<file path="config.mk">
export PLATFORM = sky130hd
export DESIGN_NAME = step_ctrl
export DESIGN_NICKNAME = d
export VERILOG_FILES = /design/src/rtl/step_ctrl_pkg.sv /design/src/rtl/btn_debounce.sv /design/src/rtl/step_ctrl.sv
export SDC_FILE = /design/constraint.sdc
export NUM_CORES = 1
export LEC_CHECK = 0
export ABC_AREA = 1
export BUFFER_PORTS_ARGS = -buffer_cell sky130_fd_sc_hd__buf_2
export CORE_MARGIN = 5
export CORE_UTILIZATION = 51
export DETAILED_ROUTE_END_ITERATION = 8
export PLACE_DENSITY = 0.73
export SETUP_SLACK_MARGIN = 0.3
export SLEW_MARGIN = 20
export SYNTH_ARGS = -nofsm -noshare
export SYNTH_HDL_FRONTEND = slang
export SYNTH_SLANG_ARGS = --single-unit
export TNS_END_PERCENT = 5
</file>
<file path="constraint.sdc">
create_clock -name SYS_clk -period 2 [get_ports SYS_clk]
set_input_delay 0.3 -clock SYS_clk [delete_from_list [all_inputs] [get_ports SYS_clk]]
set_output_delay 0.3 -clock SYS_clk [all_outputs]
set_load 0.1 [all_outputs]
</file>
<file path="src/rtl/step_ctrl_pkg.sv">
// Shared encodings for the processor execution controller.
package step_ctrl_pkg;

    localparam int RUN_DIV_W = 3;

    typedef enum logic [1:0] {
        MODE_STEP   = 2'd0,
        MODE_RUN    = 2'd1,
        MODE_BPHALT = 2'd2
    } mode_e;

endpackage

</file>
<file path="src/rtl/btn_debounce.sv">
// Push-button front end: 2-FF synchroniser, debounce counter, press pulse.
module btn_debounce #(
    parameter int DEBOUNCE_CYCLES = 500000,
    parameter int DB_W            = 20
) (
    input  logic clk,
    input  logic rst_n,
    input  logic btn_n,
    output logic press
);

    localparam logic [DB_W-1:0] CNT_MAX = DB_W'(DEBOUNCE_CYCLES - 1);

    logic            sync1;
    logic            sync2;
    logic            level;
    logic [DB_W-1:0] cnt;

    // Counter runs only while the synchronised input disagrees with the
    // accepted level; any return to the accepted level restarts it.
    always_ff @(posedge clk or negedge rst_n) begin
        if (!rst_n) begin
            sync1 <= 1'b1;
            sync2 <= 1'b1;
            level <= 1'b1;
            cnt   <= '0;
            press <= 1'b0;
        end else begin
            sync1 <= btn_n;
            sync2 <= sync1;
            press <= 1'b0;
            if (sync2 == level) begin
                cnt <= '0;
            end else if (cnt == CNT_MAX) begin
                level <= sync2;
                cnt   <= '0;
                press <= level;
            end else begin
                cnt <= cnt + DB_W'(1);
            end
        end
    end

endmodule

</file>
<file path="src/rtl/step_ctrl.sv">
// Converts debounced buttons into one-cycle cpu_step enables: manual step,
// divided free-run, and breakpoint halt, plus a retired-step counter.
module step_ctrl
    import step_ctrl_pkg::*;
#(
    parameter int DEBOUNCE_CYCLES = 500000,
    parameter int RUN_BASE_DIV    = 50000,
    parameter int DB_W            = 20
) (
    input  logic                 SYS_clk,
    input  logic                 SYS_reset,
    input  logic                 btn_step_n,
    input  logic                 btn_run_n,
    input  logic [RUN_DIV_W-1:0] run_div,
    input  logic                 bp_enable,
    input  logic [31:0]          bp_addr,
    input  logic [31:0]          cpu_pc,
    output logic                 cpu_step,
    output logic [1:0]           mode,
    output logic                 halted_bp,
    output logic [31:0]          step_count
);

    logic        step_press;
    logic        run_press;
    mode_e       state_q, state_d;
    logic [31:0] div_q, div_d;
    logic        step_q, step_d;
    logic [31:0] step_cnt_q;
    logic [31:0] period_m1;
    logic        step_req;
    logic        bp_hit;

    btn_debounce #(.DEBOUNCE_CYCLES(DEBOUNCE_CYCLES), .DB_W(DB_W)) u_db_step (
        .clk   (SYS_clk),
        .rst_n (SYS_reset),
        .btn_n (btn_step_n),
        .press (step_press)
    );

    btn_debounce #(.DEBOUNCE_CYCLES(DEBOUNCE_CYCLES), .DB_W(DB_W)) u_db_run (
        .clk   (SYS_clk),
        .rst_n (SYS_reset),
        .btn_n (btn_run_n),
        .press (run_press)
    );

    // Compare with >= so lowering run_div mid-count fires on the next cycle.
    assign period_m1 = (32'(RUN_BASE_DIV) << run_div) - 32'd1;
    assign step_req  = (div_q >= period_m1);
    assign bp_hit    = bp_enable && (cpu_pc == bp_addr);

    always_ff @(posedge SYS_clk or negedge SYS_reset) begin
        if (!SYS_reset) begin
            state_q    <= MODE_STEP;
            div_q      <= '0;
            step_q     <= 1'b0;
            step_cnt_q <= '0;
        end else begin
            state_q <= state_d;
            div_q   <= div_d;
            step_q  <= step_d;
            if (step_d) step_cnt_q <= step_cnt_q + 32'd1;
        end
    end

    always_comb begin
        state_d = state_q;
        div_d   = div_q;
        case (state_q)
            MODE_STEP: begin
                if (run_press) begin
                    state_d = MODE_RUN;
                    div_d   = '0;
                end
            end
            MODE_RUN: begin
                if (run_press) begin
                    state_d = MODE_STEP;
                    div_d   = '0;
                end else if (step_req) begin
                    div_d = '0;
                    if (bp_hit) state_d = MODE_BPHALT;
                end else begin
                    div_d = div_q + 32'd1;
                end
            end
            MODE_BPHALT: begin
                if (run_press) begin
                    state_d = MODE_RUN;
                    div_d   = '0;
                end else if (step_press) begin
                    state_d = MODE_STEP;
                end
            end
            default: begin
                state_d = MODE_STEP;
                div_d   = '0;
            end
        endcase
    end

    // Run press always dominates a coincident step press or run-mode request.
    always_comb begin
        step_d = 1'b0;
        case (state_q)
            MODE_STEP:   step_d = step_press && !run_press;
            MODE_RUN:    step_d = !run_press && step_req && !bp_hit;
            MODE_BPHALT: step_d = run_press || step_press;
            default:     step_d = 1'b0;
        endcase
    end

    assign cpu_step   = step_q;
    assign mode       = state_q;
    assign halted_bp  = (state_q == MODE_BPHALT);
    assign step_count = step_cnt_q;

endmodule

</file>
## Yosys cells after proc, flatten, opt, wreduce, memory -nomap -nowiden

Cells that the tools add are included.

| storage, ports and cells | value |
|---|---|
| bits in registers | 115 |
| input bits | 72 |
| output and inout port bits | 36 |
| word-level logic and storage cells | 67 |

| operators by class | value |
|---|---|
| add/sub/neg operators | 5 |
| $lt $le $gt $ge | 1 |
| equality and inequality tests | 12 |
| shift operators | 1 |
| mux-type cells | 20 |
| bitwise gates (word level) | 2 |
| reductions and logical operators | 12 |

Operators by type and width:

| cell | count |
|---|---|
| $mux 32 | 3 |
| $mux 20 | 4 |
| $add 32x1->32 const B | 2 |
| $pmux 32 s2 | 1 |
| $add 20x1->20 const B | 2 |
| $eq 20x19->1 const B | 2 |
| $eq 32x32->1 | 1 |
| $ge 32x32->1 | 1 |
| $shl 16x3->32 const A | 1 |
| $sub 32x1->32 const B | 1 |
| $mux 2 | 6 |
| $ne 3x2->1 const B | 2 |
| $pmux 2 s3 | 1 |
| $logic_and 1x1->1 | 4 |
| $mux 1 | 4 |
| $ne 2x1->1 const B | 2 |
| $reduce_and 2->1 | 2 |
| $reduce_and 4->1 | 1 |
| $ne 3x1->1 const B | 1 |
| $pmux 1 s3 | 1 |
| $eq 1x1->1 | 2 |
| $eq 2x1->1 const B | 1 |
| $eq 2x2->1 const B | 1 |
| $logic_not 1->1 | 2 |
| 4 further kinds | 5 |

## Longest topological paths before layout

Gate-level depths: netlist of run 1.

| logic depth | value |
|---|---|
| depth in word-level cells | 6 |
| mapped depth | 22 |
| mapped depth without buffers | 21 |

## Hierarchy

A second synthesis of run 1 with hierarchy kept.

| second synthesis, totals | value |
|---|---|
| cell total of the unflattened synthesis | 1112 |
| area total of the unflattened synthesis | 8079.0 um^2 |

By module, submodules not included:

| module | instances | cells each | area each (um^2) | sequential area each (um^2) |
|---|---|---|---|---|
| step_ctrl | 1 | 770 | 5396.4 | 1676.6 |
| btn_debounce | 2 | 171 | 1341.3 | 604.3 |

## Worst setup path before layout of run 1

No wires, ideal clock.

| path | value |
|---|---|
| path kind | register to register |
| from | register state_q[1], in the netlist mode[1] |
| to | register step_cnt_q[2], in the netlist step_count[2] |
| library setup time | 0.121 ns |
| data arrival time | 3.319 ns |
| required time | 1.879 ns |
| slack | -1.441 ns |
| stages on the path, launching flop included | 7 |
| path buffers | 1 |
| clock period less this slack | 3.441 ns |
| cell sequence | dfrtp_1 inv_1 nor2_1 o22ai_1 clkbuf_1 nand3_1 nand2_1 |

| on the way | value |
|---|---|
| cells in the longest elaborated chain, start to end | 2 |
| elaborated cells between the ends (all ways) | 4 |
| those cells by class | eq/ne: 2; mux: 1; reduce/logical: 1 |

RTL lines:

| item | RTL line | source |
|---|---|---|
| start, declared | step_ctrl.sv:26 | `mode_e state_q, state_d;` |
| start signal, assigned | step_ctrl.sv:60 | `state_q <= state_d;` |
| $eq 2x2->1 | n/a |  |
| via halted_bp | step_ctrl.sv:20 | `output logic halted_bp,` |
| $pmux 1 s3 | step_ctrl.sv:106 | `case (state_q)` |
| end signal, assigned | step_ctrl.sv:63 | `if (step_d) step_cnt_q <= step_cnt_q + 32'd1;` |
| end, declared | step_ctrl.sv:29 | `logic [31:0] step_cnt_q;` |

The timed path passes the listed nets, and every way through them passes these cells.
A chain may end at the register's enable or synchronous reset.

## Worst setup path after layout of run 1

| path | value |
|---|---|
| from | input port run_div[1] |
| to | register step_cnt_q[30], in the netlist step_count[30] |

| on the way | value |
|---|---|
| cells in the longest elaborated chain, start to end | 6 |

RTL lines:

| item | RTL line | source |
|---|---|---|
| start, declared | step_ctrl.sv:14 | `input logic [RUN_DIV_W-1:0] run_div,` |
| $shl 16x3->32 | step_ctrl.sv:49 | `assign period_m1 = (32'(RUN_BASE_DIV) << run_div) - 32'd1;` |
| $sub 32x1->32 | step_ctrl.sv:49 |  |
| $ge 32x32->1 | step_ctrl.sv:50 | `assign step_req = (div_q >= period_m1);` |
| $logic_and 1x1->1 (2 in a row) | step_ctrl.sv:108 | `MODE_RUN: step_d = !run_press && step_req && !bp_hit;` |
| $pmux 1 s3 | step_ctrl.sv:106 |  |

Every way passes these cells.

==> key figures, run 1 <==
Synthesis
  – Synthesized area per cell: 7.30 sq um
  – Mapped Cells: 1,056
  – #FFs+latches synth: 115
  – Yosys warnings: 0
  – Sequential element share of the synthesized area: 0.374
  – Count of unique library cells instantiated by Yosys: 44
  – Number of flops mapped to enable cells by yosys: 0
  – Post-Synthesis Cell Area: 0.00771 sq mm
  – Ys async rst share: 1.00
  – Most used flip-flop cell after synthesis: sky130_fd_sc_hd__dfrtp_1
  – Synthesized net count: 1,167

Route
  – Routed len/inst: 14.4 microns
  – First-pass iteration count of the detailed router: 8
  – Final wirelength: 20.9 mm
  – Number of design-rule violations left by the first detailed-router iteration: 617
  – Vias per inst: 5.22
  – DR DRC count: 0
  – Total vias in the final route: 7,586
  – Number of routed nets with antenna violations: 0

Floorplanning
  – Die Height: 133 microns
  – Io pins: 108
  – Count of standard-cell rows: 45
  – Die boundary width: 133 microns
  – Floorplan Core Area: 0.0150 sq mm
  – Starting Density: 0.513
  – Die outline area: 0.0177 sq mm

CTS
  – Number of clock sinks seen by CTS: 115
  – TritonCTS clock tree: done
  – Clock slew at the register clock pins of the worst setup and hold paths: 50 ps
  – Clock Tree Root: sky130_fd_sc_hd__clkbuf_16
  – Deepest level of the CTS H-tree: 4
  – CTS Buffer Depth: 2
  – Source-to-sink clock delay at the later pin of the worst-skew pair: 420 ps
  – Number of buffers inserted during clock tree synthesis: 17

Global routing
  – Overall track demand over capacity in global routing: 0.222
  – Met3 GRT Util: 0.0521
  – Met2 GRT Util: 0.349
  – Pin count of the biggest net entering global routing: 36
  – Wire length of the first global-routing pass: 32.2 mm
  – Antenna violations before repair: 0
  – Via count of the first global-routing pass: 6,839
  – Residual overflow from global routing: 0
  – Met1 GRT Util: 0.306
  – Global routing's busiest layer: met2

Final layout
  – Commonest non-fill, non-tap cell in the layout: sky130_fd_sc_hd__nand2_1
  – Synthesis-to-finish area growth: 32.5%
  – Antenna cell count: 0
  – Highest-count cells in the layout ignoring fill and taps: sky130_fd_sc_hd__nand2_1, sky130_fd_sc_hd__nor2_1, sky130_fd_sc_hd__inv_1
  – Final cell count without fillers: 1,453
  – Share of post-route cells with drive strength above 1: 0.259
  – Number of fill cells in the layout: 1,224
  – Net count of the finished layout: 1,363

STA
  – Total Negative Setup Slacks: -42,430 ps
  – Slew Viols, Final: 0
  – Smallest setup slack after layout: -839 ps
  – Final period util: 1.42
  – Final-report setup violation count: 60
  – Tightest slew margin relative to the limit: 0.00692
  – Slew at the pin closest to its max-slew limit: 1490 ps
  – Number of hold violations in the final report: 0
  – Worst clock skew: 13.8 ps
  – Top achievable clock speed: 352 MHz
  – RSZ-0062 raised after global routing: true
  – Hold_ws: 358 ps
  – Final min period: 2840 ps

Placed design
  – Port Buf Inserts: 107
  – HPWL after detailed placement: 14.5 mm
  – Global placement routability congestion: 0.890
  – Placed Instances: 1,405

Setup path
  – Required time of the critical path: 2310 ps
  – Critical path arrival: 3150 ps
  – Maximum net fanout on the critical path: 8
  – Endpoint type of the worst setup path: flop
  – Worst Path Class, Setup: in -> reg
  – Critical path launch point type: input port

Power and ir drop
  – Clk pwr share: 0.527
  – Power Dens Cells: 605 mW/mm^2
  – Standby leakage power: 5.27 nW
  – Seq pwr share: 0.382
  – Gate power share: 0.091
  – Cell Int Power: 0.00476 W
  – Maximum vdd ir drop: 0.576 mV
  – Switching power: 0.00143 W
  – Net Sw Frac: 0.231

Flow run
  – Max-cap viol count: 1

Worst hold path
  – Type of the most critical hold path: reg -> reg

Status
  – Run status: complete, but fails checks
  – Failing checks: max-capacitance violations, negative setup slack
[cells by family after synthesis]
kind of cell | share of synthesized area
flip-flops | 0.374
AND/OR/NAND/NOR | 0.341
AO/OA/AOI/OAI | 0.0471
XOR/XNOR | 0.0886
buffers and inverters | 0.0844
adder cells (fa/ha/maj) | 0.0643
[per-stage QoR]
step           cell area (sq um)  power, W   util  setup slack [ps]
2_1_floorplan               7780   0.00263      -              -719
3_3_place_gp                9020   0.00290  0.600             -1150
3_5_place_dp                9020   0.00291  0.600             -1240
4_1_cts                     9760   0.00618  0.649              -678
5_1_grt                    10200   0.00640  0.679             -1050
6_report                   10200   0.00618  0.679              -839
[what timing repair did]
action                                  CTS  global route
endpoints found under the setup margin   68            90
hold buffers                              3             0
hold endpoints to repair                 29             0
gates cloned                              0             6
gates resized for setup                  21            83
pin swaps                                 8            56
setup buffers                             1             6
[power groups by stage]
stage / logic, W / registers, W / clock network [W]
after detailed placement: 0.000513 / 0.00239 / 0
final: 0.000562 / 0.00236 / 0.00326
after CTS: 0.000528 / 0.00235 / 0.00329
after global placement: 0.000503 / 0.00239 / 0
after floorplan: 0.000232 / 0.00239 / 0
after global routing: 0.000632 / 0.00236 / 0.00341
[registers in the layout, indices dropped and copies added, names as in the netlist]
signal / count
u_db_step.press: 1
u_db_step.level: 1
u_db_run.cnt: 20
u_db_run.press: 1
u_db_run.sync1: 1
u_db_step.cnt: 20
u_db_run.sync2: 1
u_db_step.sync1: 1
div_q: 32
u_db_run.level: 1
step_count: 32
u_db_step.sync2: 1
mode: 2
cpu_step: 1
[worst max-delay path, stage by stage]
cell and delay, ps:
sky130_fd_sc_hd__buf_4 130, sky130_fd_sc_hd__buf_4 160, sky130_fd_sc_hd__o21ai_0 370, sky130_fd_sc_hd__nand3_2 140
sky130_fd_sc_hd__nor2_1 130, sky130_fd_sc_hd__nand2_1 100, sky130_fd_sc_hd__nor3_2 200, sky130_fd_sc_hd__nand4_1 110
sky130_fd_sc_hd__nand2_1 90, sky130_fd_sc_hd__inv_2 50, sky130_fd_sc_hd__ha_4 250, sky130_fd_sc_hd__nand2_2 40
sky130_fd_sc_hd__inv_2 60, sky130_fd_sc_hd__nand3_2 80, sky130_fd_sc_hd__nor3_2 180, sky130_fd_sc_hd__nand2_2 80
sky130_fd_sc_hd__nand2_2 100, sky130_fd_sc_hd__nand3_4 100, sky130_fd_sc_hd__buf_12 180, sky130_fd_sc_hd__clkbuf_16 170
sky130_fd_sc_hd__nand3_1 60, sky130_fd_sc_hd__nand2_1 70
[cell usage after synthesis (all sizes together) (4+ instances only)]
cell	n	area, sq um
nand3	72	378
o22ai	4	25.0
nor3	38	216
o21a	4	30.0
xnor2	23	201
a21oi	18	90.1
xor2	55	482
dfrtp	109	2730
ha	38	475
nor4	11	75.1
nand2	277	1060
dfstp	6	158
inv	146	548
o21ai	33	165
buf	12	83.8
nor2	155	623
nand4	30	188
or2	4	27.5
nor3b	6	45.0
[final timing paths]
kind	startpoint	end	slack, ps	cells after the start
max	run_div[1]	step_count[30]	-840	22
min	u_db_step.sync1	u_db_step.sync2	360	0
max reg2reg	mode[1]	step_count[7]	-330	6
min reg2reg	u_db_step.sync1	u_db_step.sync2	360	0
max in group asynchronous	SYS_reset	div_q[31]	960	3
min in group asynchronous	SYS_reset	step_count[24]	390	2
[final cells by class]
| cell class | count | area, sq um | share of cell area |
|---|---|---|---|
| repair buffers | 189 | 1330 | 0.130 |
| multi-input cells | 781 | 4570 | 0.447 |
| flip-flops and latches | 115 | 2890 | 0.283 |
| inverters | 148 | 566 | 0.0554 |
| clock buffers | 20 | 457 | 0.0447 |
| well taps | 188 | 235 | 0.0230 |
| clock inverters | 12 | 176 | 0.0173 |
[per-layer routing]
| metal | share of wire | wire length (microns) |
|---|---|---|
| met1 | 0.44 | 9280 |
| met2 | 0.46 | 9620 |
| met3 | 0.071 | 1480 |
| met4 | 0.023 | 473 |
| met5 | 0 | 0 |
Power figures use the tool's default switching activity.
==> run 2, diff against run 1 <==
--- a/config.mk
+++ b/config.mk
@@ -5,12 +5,12 @@
 export SDC_FILE = /design/constraint.sdc
 export NUM_CORES = 1
 export LEC_CHECK = 0
-export ABC_AREA = 1
 export BUFFER_PORTS_ARGS = -buffer_cell sky130_fd_sc_hd__buf_2
 export CORE_MARGIN = 5
 export CORE_UTILIZATION = 51
 export DETAILED_ROUTE_END_ITERATION = 8
-export PLACE_DENSITY = 0.73
+export GPL_TIMING_DRIVEN = 0
+export PLACE_DENSITY = 0.74
 export SETUP_SLACK_MARGIN = 0.3
 export SLEW_MARGIN = 20
 export SYNTH_ARGS = -nofsm -noshare
==> run 2 against run 1 <==
  * The flow finishes with violations (negative setup slack)
  * Count of clock-buffer cells in the layout is 2 lower
  * Register-to-register slack worse by 350 ps
  * Sequential power hardly changed
  * Hold slack worse by 3.2 ps
  * Critical path depth is 3 lower
  * Critical endpoint is now step_count[7]
  * Largest cell class unchanged
==> key figures, run 2 <==
Status
  – Run status: complete, but fails checks
  – Failing checks: negative setup slack

Setup path
  – Critical path arrival: 3650 ps
  – Depth of the worst register-to-register path: 10
  – Worst r2r dst: step_count[7]
  – Maximum net fanout on the critical path: 6
  – Worst Path Class, Setup: in -> reg
  – Launching point of the worst reg2reg path: div_q[19]
  – Critical path launch point type: input port
  – Required time of the critical path: 2280 ps
  – Minimum setup slack among reg-to-reg paths: -680 ps
  – Endpoint type of the worst setup path: flop

Global routing
  – Wire length of the first global-routing pass: 27.4 mm
  – Antenna violations before repair: 0
  – Pin count of the biggest net entering global routing: 70
  – Via count of the first global-routing pass: 5,905
  – Residual overflow from global routing: 0
  – Overall track demand over capacity in global routing: 0.224

Worst hold path
  – Startpoint of the lowest-slack hold path: u_db_run.sync1
  – Min-Delay Endpoint: u_db_run.sync2
  – Type of the most critical hold path: reg -> reg
  – Number of cells traversed by the worst hold path: 0

Synthesis
  – Synthesized-area fraction occupied by and/or/nand/nor cells: 0.239
  – Number of flops mapped to enable cells by yosys: 0
  – Most repeated cell in the gate-level netlist after synthesis: sky130_fd_sc_hd__dfrtp_1
  – Post-Synthesis Cell Area: 0.00664 sq mm
  – Count of unique library cells instantiated by Yosys: 54
  – Dominant combinational cell family by area after synthesis: simple AND/OR/NAND/NOR gates
  – Library cell with the largest summed area after synthesis: sky130_fd_sc_hd__dfrtp_1
  – XOR/XNOR share of the synthesized area: 0.163
  – Mapped Cells: 683
  – Ys async rst share: 1.00
  – #FFs+latches synth: 115
  – Leading post-synthesis cells by instance count: sky130_fd_sc_hd__dfrtp_1, sky130_fd_sc_hd__nor2_1, sky130_fd_sc_hd__xor2_1, sky130_fd_sc_hd__nand2_1, sky130_fd_sc_hd__ha_1
  – Cell types with the largest area share after synthesis: sky130_fd_sc_hd__dfrtp_1, sky130_fd_sc_hd__xor2_1, sky130_fd_sc_hd__ha_1, sky130_fd_sc_hd__nor2_1, sky130_fd_sc_hd__xnor2_1
  – Most used flip-flop cell after synthesis: sky130_fd_sc_hd__dfrtp_1
  – Synthesized net count: 794
  – Fraction of the mapped netlist area in compound gates: 0.0541
  – Yosys warnings: 0
  – Mux cell area share after synthesis: 0.00810
  – Sequential element share of the synthesized area: 0.434
  – Post-Synth Adder-Cell Area: 0.0746
  – Share of the synthesized area in the top cell type: 0.411
  – Synthesized area per cell: 9.73 sq um

Floorplanning
  – Die boundary width: 124 microns
  – Floorplan Core Area: 0.0127 sq mm
  – Starting Density: 0.524
  – Die outline area: 0.0154 sq mm
  – Die Height: 124 microns
  – Io pins: 108
  – Count of standard-cell rows: 41

Route
  – Final wirelength: 16.7 mm
  – First-pass iteration count of the detailed router: 4
  – DR DRC count: 0
  – Vias per inst: 5.45
  – Number of design-rule violations left by the first detailed-router iteration: 204
  – Routed len/inst: 16.2 microns
  – Total vias in the final route: 5,618
  – Number of routed nets with antenna violations: 0

STA
  – Worst clock skew: 5.05 ps
  – RSZ-0062 raised after global routing: true
  – Final min period: 3370 ps
  – Final period util: 1.68
  – Top achievable clock speed: 297 MHz
  – Slew Viols, Final: 0
  – Final-report setup violation count: 77
  – Smallest setup slack after layout: -1370 ps
  – Slew at the pin closest to its max-slew limit: 823 ps
  – Number of hold violations in the final report: 0
  – Tightest slew margin relative to the limit: 0.452

Final layout
  – Antenna cell count: 0
  – Post-route standard cell area excluding fillers: 0.00902 sq mm
  – Synthesis-to-finish area growth: 35.8%
  – Highest-count cells in the layout ignoring fill and taps: sky130_fd_sc_hd__dfrtp_1, sky130_fd_sc_hd__buf_2, sky130_fd_sc_hd__xor2_1
  – Share of post-route cells with drive strength above 1: 0.319
  – Number of fill cells in the layout: 870
  – Net count of the finished layout: 957
  – Commonest non-fill, non-tap cell in the layout: sky130_fd_sc_hd__dfrtp_1

CTS
  – CTS Buffer Depth: 2
  – Deepest level of the CTS H-tree: 4
  – TritonCTS clock tree: done
  – Clock slew at the register clock pins of the worst setup and hold paths: 50 ps
  – Clock Tree Root: sky130_fd_sc_hd__clkbuf_16
  – Number of buffers inserted during clock tree synthesis: 17
  – Source-to-sink clock delay at the later pin of the worst-skew pair: 410 ps
  – Number of clock sinks seen by CTS: 115

Power and ir drop
  – Power Dens Cells: 690 mW/mm^2
  – Maximum vdd ir drop: 0.583 mV
  – Standby leakage power: 4.44 nW

Placed design
  – Cell area after placement: 0.00748 sq mm
  – Pre-CTS setup slack: -2300 ps
  – HPWL after detailed placement: 10.8 mm
  – Port Buf Inserts: 107
  – Global placement routability congestion: 0.884

Flow run
  – Max-cap viol count: 0
[run 2: worst max-delay path, stage by stage]
cell	delay [ps]
sky130_fd_sc_hd__buf_12	80
sky130_fd_sc_hd__clkinvlp_4	110
sky130_fd_sc_hd__ha_4	240
sky130_fd_sc_hd__buf_8	130
sky130_fd_sc_hd__mux2i_4	150
sky130_fd_sc_hd__nand3b_1	170
sky130_fd_sc_hd__buf_4	170
sky130_fd_sc_hd__a2111oi_2	240
sky130_fd_sc_hd__a22oi_1	120
sky130_fd_sc_hd__ha_1	350
sky130_fd_sc_hd__a21oi_1	200
sky130_fd_sc_hd__nand2_1	120
sky130_fd_sc_hd__a221oi_4	310
sky130_fd_sc_hd__o21ai_4	130
sky130_fd_sc_hd__a31oi_4	310
sky130_fd_sc_hd__buf_6	170
sky130_fd_sc_hd__buf_16	110
sky130_fd_sc_hd__nor3b_1	50
sky130_fd_sc_hd__xor2_1	170
[run 2: stage by stage]
| step | util | hold WS, ps | cells | total power [W] | setup TNS [ps] |
|---|---|---|---|---|---|
| after floorplan | - | 4.41 | 683 | 0.00260 | -85660 |
| after global placement | 0.588 | 349 | 962 | 0.00277 | -218050 |
| after detailed placement | 0.591 | 264 | 963 | 0.00279 | -152040 |
| after CTS | 0.689 | 356 | 1020 | 0.00617 | -78760 |
| after global routing | 0.712 | 356 | 1031 | 0.00645 | -87540 |
| final | 0.712 | 355 | 1031 | 0.00622 | -80530 |
[run 2: timing repair]
item,CTS,global route
gates resized for setup,88,47
pin swaps,65,29
buffers inserted,21,11
hold endpoints to repair,45,0
setup endpoints to repair,109,110
hold buffers,3,0
gates cloned,1,0
[run 2: layout make-up]
cell class                 count  area [sq um]  area share
timing repair buffer         144           943       0.105
sequential                   115          2890       0.320
tap                          172           215      0.0239
buffer                        18           164      0.0182
clock inverter                14           210      0.0233
inverter                      19          83.8     0.00929
multi-input combinational    531          4080       0.452
clock buffer                  18           439      0.0487
[run 2: logic make-up after synthesis]
| family | after synthesis |
|---|---|
| AND/OR/NAND/NOR | 307 |
| XOR/XNOR | 124 |
| flip-flops | 115 |
| AO/OA/AOI/OAI | 56 |
| adder cells (fa/ha/maj) | 39 |
| buffers and inverters | 37 |
| multiplexers | 5 |
[run 2: how the worst max path moves through the flow]
stage	startpoint	end	cells past startpoint
finish	run_div[1]	step_count[7]	19
global placement	run_div[1]	step_count[29]	16
detailed placement	run_div[1]	step_count[23]	16
floorplan	run_div[1]	step_count[19]	15
global route	run_div[1]	step_count[26]	18
CTS	run_div[1]	step_count[26]	17
[run 2: power breakdown]
part	internal (W)	switching (W)
Combinational	0.000264	0.000286
Clock	0.00223	0.00107
Sequential	0.00235	0.0000173
[run 2: per-layer routing]
layer / track usage / up-vias / wire, microns
met2: 0.393 / 133 / 8830
met3: 0.0513 / 38 / 672
met5: 0 / - / 0
met1: 0.270 / 2753 / 6890
li1: - / 2694 / -
met4: 0.0794 / 0 / 320
==> run 3, diff against run 2 <==
--- a/config.mk
+++ b/config.mk
@@ -15,5 +15,6 @@
 export SLEW_MARGIN = 20
 export SYNTH_ARGS = -nofsm -noshare
 export SYNTH_HDL_FRONTEND = slang
+export SYNTH_HIERARCHICAL = 1
 export SYNTH_SLANG_ARGS = --single-unit
 export TNS_END_PERCENT = 5
==> run 3 against run 2 <==
  * The run still ends with negative setup slack left
  * Routed wire length rose by 8.2%
  * Count of clock-buffer cells in the layout grew 4
  * Cell area rose by 4.9%
  * Sequential cell count did not move
  * Cell count rose by 3.2%
  * Largest cell class unchanged
==> key figures, run 3 <==
Power and ir drop
  – Power Dens Cells: 667 mW/mm^2
  – Standby leakage power: 3.76 nW
  – Maximum vdd ir drop: 0.760 mV

Synthesis
  – Yosys warnings: 6
  – Synthesized area per cell: 10.0 sq um
  – Leading post-synthesis cells by instance count: sky130_fd_sc_hd__dfrtp_1, sky130_fd_sc_hd__nor2_1, sky130_fd_sc_hd__xnor2_1, sky130_fd_sc_hd__xor2_1, sky130_fd_sc_hd__nand2_1
  – Number of flops mapped to enable cells by yosys: 0
  – Mapped Cells: 719
  – Most used flip-flop cell after synthesis: sky130_fd_sc_hd__dfrtp_1
  – Most repeated cell in the gate-level netlist after synthesis: sky130_fd_sc_hd__dfrtp_1
  – #FFs+latches synth: 115
  – Library cell with the largest summed area after synthesis: sky130_fd_sc_hd__dfrtp_1
  – Cell types with the largest area share after synthesis: sky130_fd_sc_hd__dfrtp_1, sky130_fd_sc_hd__xnor2_1, sky130_fd_sc_hd__ha_1, sky130_fd_sc_hd__xor2_1, sky130_fd_sc_hd__nor2_1
  – Share of the synthesized area in the top cell type: 0.379
  – Count of unique library cells instantiated by Yosys: 63
  – Synthesized net count: 830
  – Post-Synthesis Cell Area: 0.00720 sq mm
  – Sequential element share of the synthesized area: 0.401
  – Ys async rst share: 1.00

Floorplanning
  – Count of standard-cell rows: 43
  – Die boundary width: 129 microns
  – Die outline area: 0.0166 sq mm
  – Floorplan Core Area: 0.0139 sq mm
  – Die Height: 129 microns
  – Io pins: 108
  – Starting Density: 0.519

CTS
  – Number of clock sinks seen by CTS: 115
  – Source-to-sink clock delay at the later pin of the worst-skew pair: 410 ps
  – Clock Tree Root: sky130_fd_sc_hd__clkbuf_16
  – TritonCTS clock tree: done
  – Clock slew at the register clock pins of the worst setup and hold paths: 50 ps
  – Deepest level of the CTS H-tree: 4
  – CTS Buffer Depth: 2
  – Number of buffers inserted during clock tree synthesis: 17

Final layout
  – Number of fill cells in the layout: 997
  – Synthesis-to-finish area growth: 31.4%
  – Commonest non-fill, non-tap cell in the layout: sky130_fd_sc_hd__buf_2
  – Area taken by flip-flops and latches: 0.00289 sq mm
  – Final design utilization: 0.682
  – Area of the multi-input gates: 0.00458 sq mm
  – Net count of the finished layout: 982
  – Highest-count cells in the layout ignoring fill and taps: sky130_fd_sc_hd__buf_2, sky130_fd_sc_hd__dfrtp_1, sky130_fd_sc_hd__xnor2_1
  – Share of post-route cells with drive strength above 1: 0.331
  – Antenna cell count: 0
  – Final cell count without fillers: 1,064

Route
  – DR DRC count: 0
  – Number of design-rule violations left by the first detailed-router iteration: 436
  – Vias per inst: 5.75
  – First-pass iteration count of the detailed router: 5
  – Total vias in the final route: 6,121
  – Routed len/inst: 17.0 microns
  – Number of routed nets with antenna violations: 0
  – Final wirelength: 18.1 mm

Placed design
  – Placed Instances: 1,007
  – HPWL after detailed placement: 11.7 mm
  – Port Buf Inserts: 107
  – Global placement routability congestion: 0.866

Status
  – Run status: complete, but fails checks
  – Failing checks: negative setup slack

STA
  – Worst clock skew: 10.6 ps
  – Slew at the pin closest to its max-slew limit: 1000 ps
  – Final min period: 3400 ps
  – Slew Viols, Final: 0
  – Hold_ws: 354 ps
  – Top achievable clock speed: 294 MHz
  – Final-report setup violation count: 67
  – Tightest slew margin relative to the limit: 0.333
  – RSZ-0062 raised after global routing: true
  – Final period util: 1.70
  – Number of hold violations in the final report: 0
  – Smallest setup slack after layout: -1400 ps

Setup path
  – Critical path arrival: 3720 ps
  – Critical path launch point type: input port
  – Maximum net fanout on the critical path: 9
  – Worst Path Class, Setup: in -> reg
  – Minimum setup slack among reg-to-reg paths: -700 ps
  – Endpoint type of the worst setup path: flop
  – Required time of the critical path: 2320 ps

Worst hold path
  – Type of the most critical hold path: reg -> reg

Global routing
  – Residual overflow from global routing: 0
  – Overall track demand over capacity in global routing: 0.214
  – Antenna violations before repair: 0
  – Via count of the first global-routing pass: 6,000
  – Wire length of the first global-routing pass: 28.9 mm
  – Pin count of the biggest net entering global routing: 62

Flow run
  – Max-cap viol count: 0
## run 3: power by group
part	switching [W]	internal [W]	leakage, nW	total [W]
registers	0.0000172	0.00235	1.44	0.00236
logic	0.000283	0.000233	2.00	0.000516
clock network	0.00103	0.00240	0.324	0.00343
total	0.00133	0.00498	3.76	0.00631
## run 3: final timing paths
path | cells past startpoint | endpoint | start
setup / recovery | 18 | step_count[30] | run_div[2]
hold / removal | 0 | u_db_run/sync2 | u_db_run/sync1
setup reg to reg | 10 | step_count[30] | div_q[14]
hold reg to reg | 0 | u_db_run/sync2 | u_db_run/sync1
max in group asynchronous | 3 | u_db_run/sync2 | SYS_reset
min in group asynchronous | 2 | step_count[23] | SYS_reset
## run 3: through the flow
step	total power, W	worst slack, ps	TNS (ps)	area (sq um)
detailed placement	0.00282	-2300	-141480	8010
finish	0.00631	-1400	-88200	9460
floorplan	0.00262	-1350	-85950	7210
CTS	0.00628	-1340	-80510	9140
global route	0.00653	-1590	-100760	9460
global placement	0.00280	-2270	-221090	7970
## run 3: cells by family after synthesis
kind of cell	count (synthesis)	synth area share
DFF	115	0.401
muxes	10	0.0146
buffers and inverters	42	0.0280
adders and majority gates	39	0.0688
and+or+nand+nor	302	0.234
xor gates and xnor gates	121	0.147
AOI/OAI and AO/OA	90	0.107
## run 3: area by class of cell
class | count | share of cell area
tap | 180 | 0.0238
sequential | 115 | 0.306
buffer | 20 | 0.0173
clock inverter | 10 | 0.0214
inverter | 22 | 0.00978
multi-input combinational | 562 | 0.484
clock buffer | 22 | 0.0490
timing repair buffer | 133 | 0.0891
## run 3: what timing repair did
item                                    4_1_cts  5_1_grt
hold buffers                                  3        0
cloned                                        3        0
buffers inserted                             16        3
gates resized for setup                      58       72
endpoints found under the setup margin      105      108
hold endpoints to repair                     56        0
pin swaps                                    39       49
## run 3: routing by layer
layer / wire length (microns) / vias to the layer above / part of all wire / GRT usage
li1: - / 2894 / - / -
met4: 259 / 0 / 0.014 / 0.0642
met1: 7720 / 2992 / 0.43 / 0.276
met2: 8840 / 206 / 0.49 / 0.357
met3: 1250 / 29 / 0.069 / 0.0535
met5: 0 / - / 0 / 0
## run 3: worst max-delay path, stage by stage
cell,delay [ps]
sky130_fd_sc_hd__buf_4,170
sky130_fd_sc_hd__clkinvlp_4,160
sky130_fd_sc_hd__buf_4,180
sky130_fd_sc_hd__or3_1,340
sky130_fd_sc_hd__o21ai_0,100
sky130_fd_sc_hd__a21oi_1,100
sky130_fd_sc_hd__a211oi_1,200
sky130_fd_sc_hd__o221ai_1,180
sky130_fd_sc_hd__ha_1,340
sky130_fd_sc_hd__nand4_1,120
sky130_fd_sc_hd__nor2_2,200
sky130_fd_sc_hd__nand3_2,130
sky130_fd_sc_hd__a31oi_4,240
sky130_fd_sc_hd__o211ai_4,160
sky130_fd_sc_hd__buf_6,150
sky130_fd_sc_hd__buf_8,120
sky130_fd_sc_hd__a2111oi_4,310
sky130_fd_sc_hd__xor2_1,200
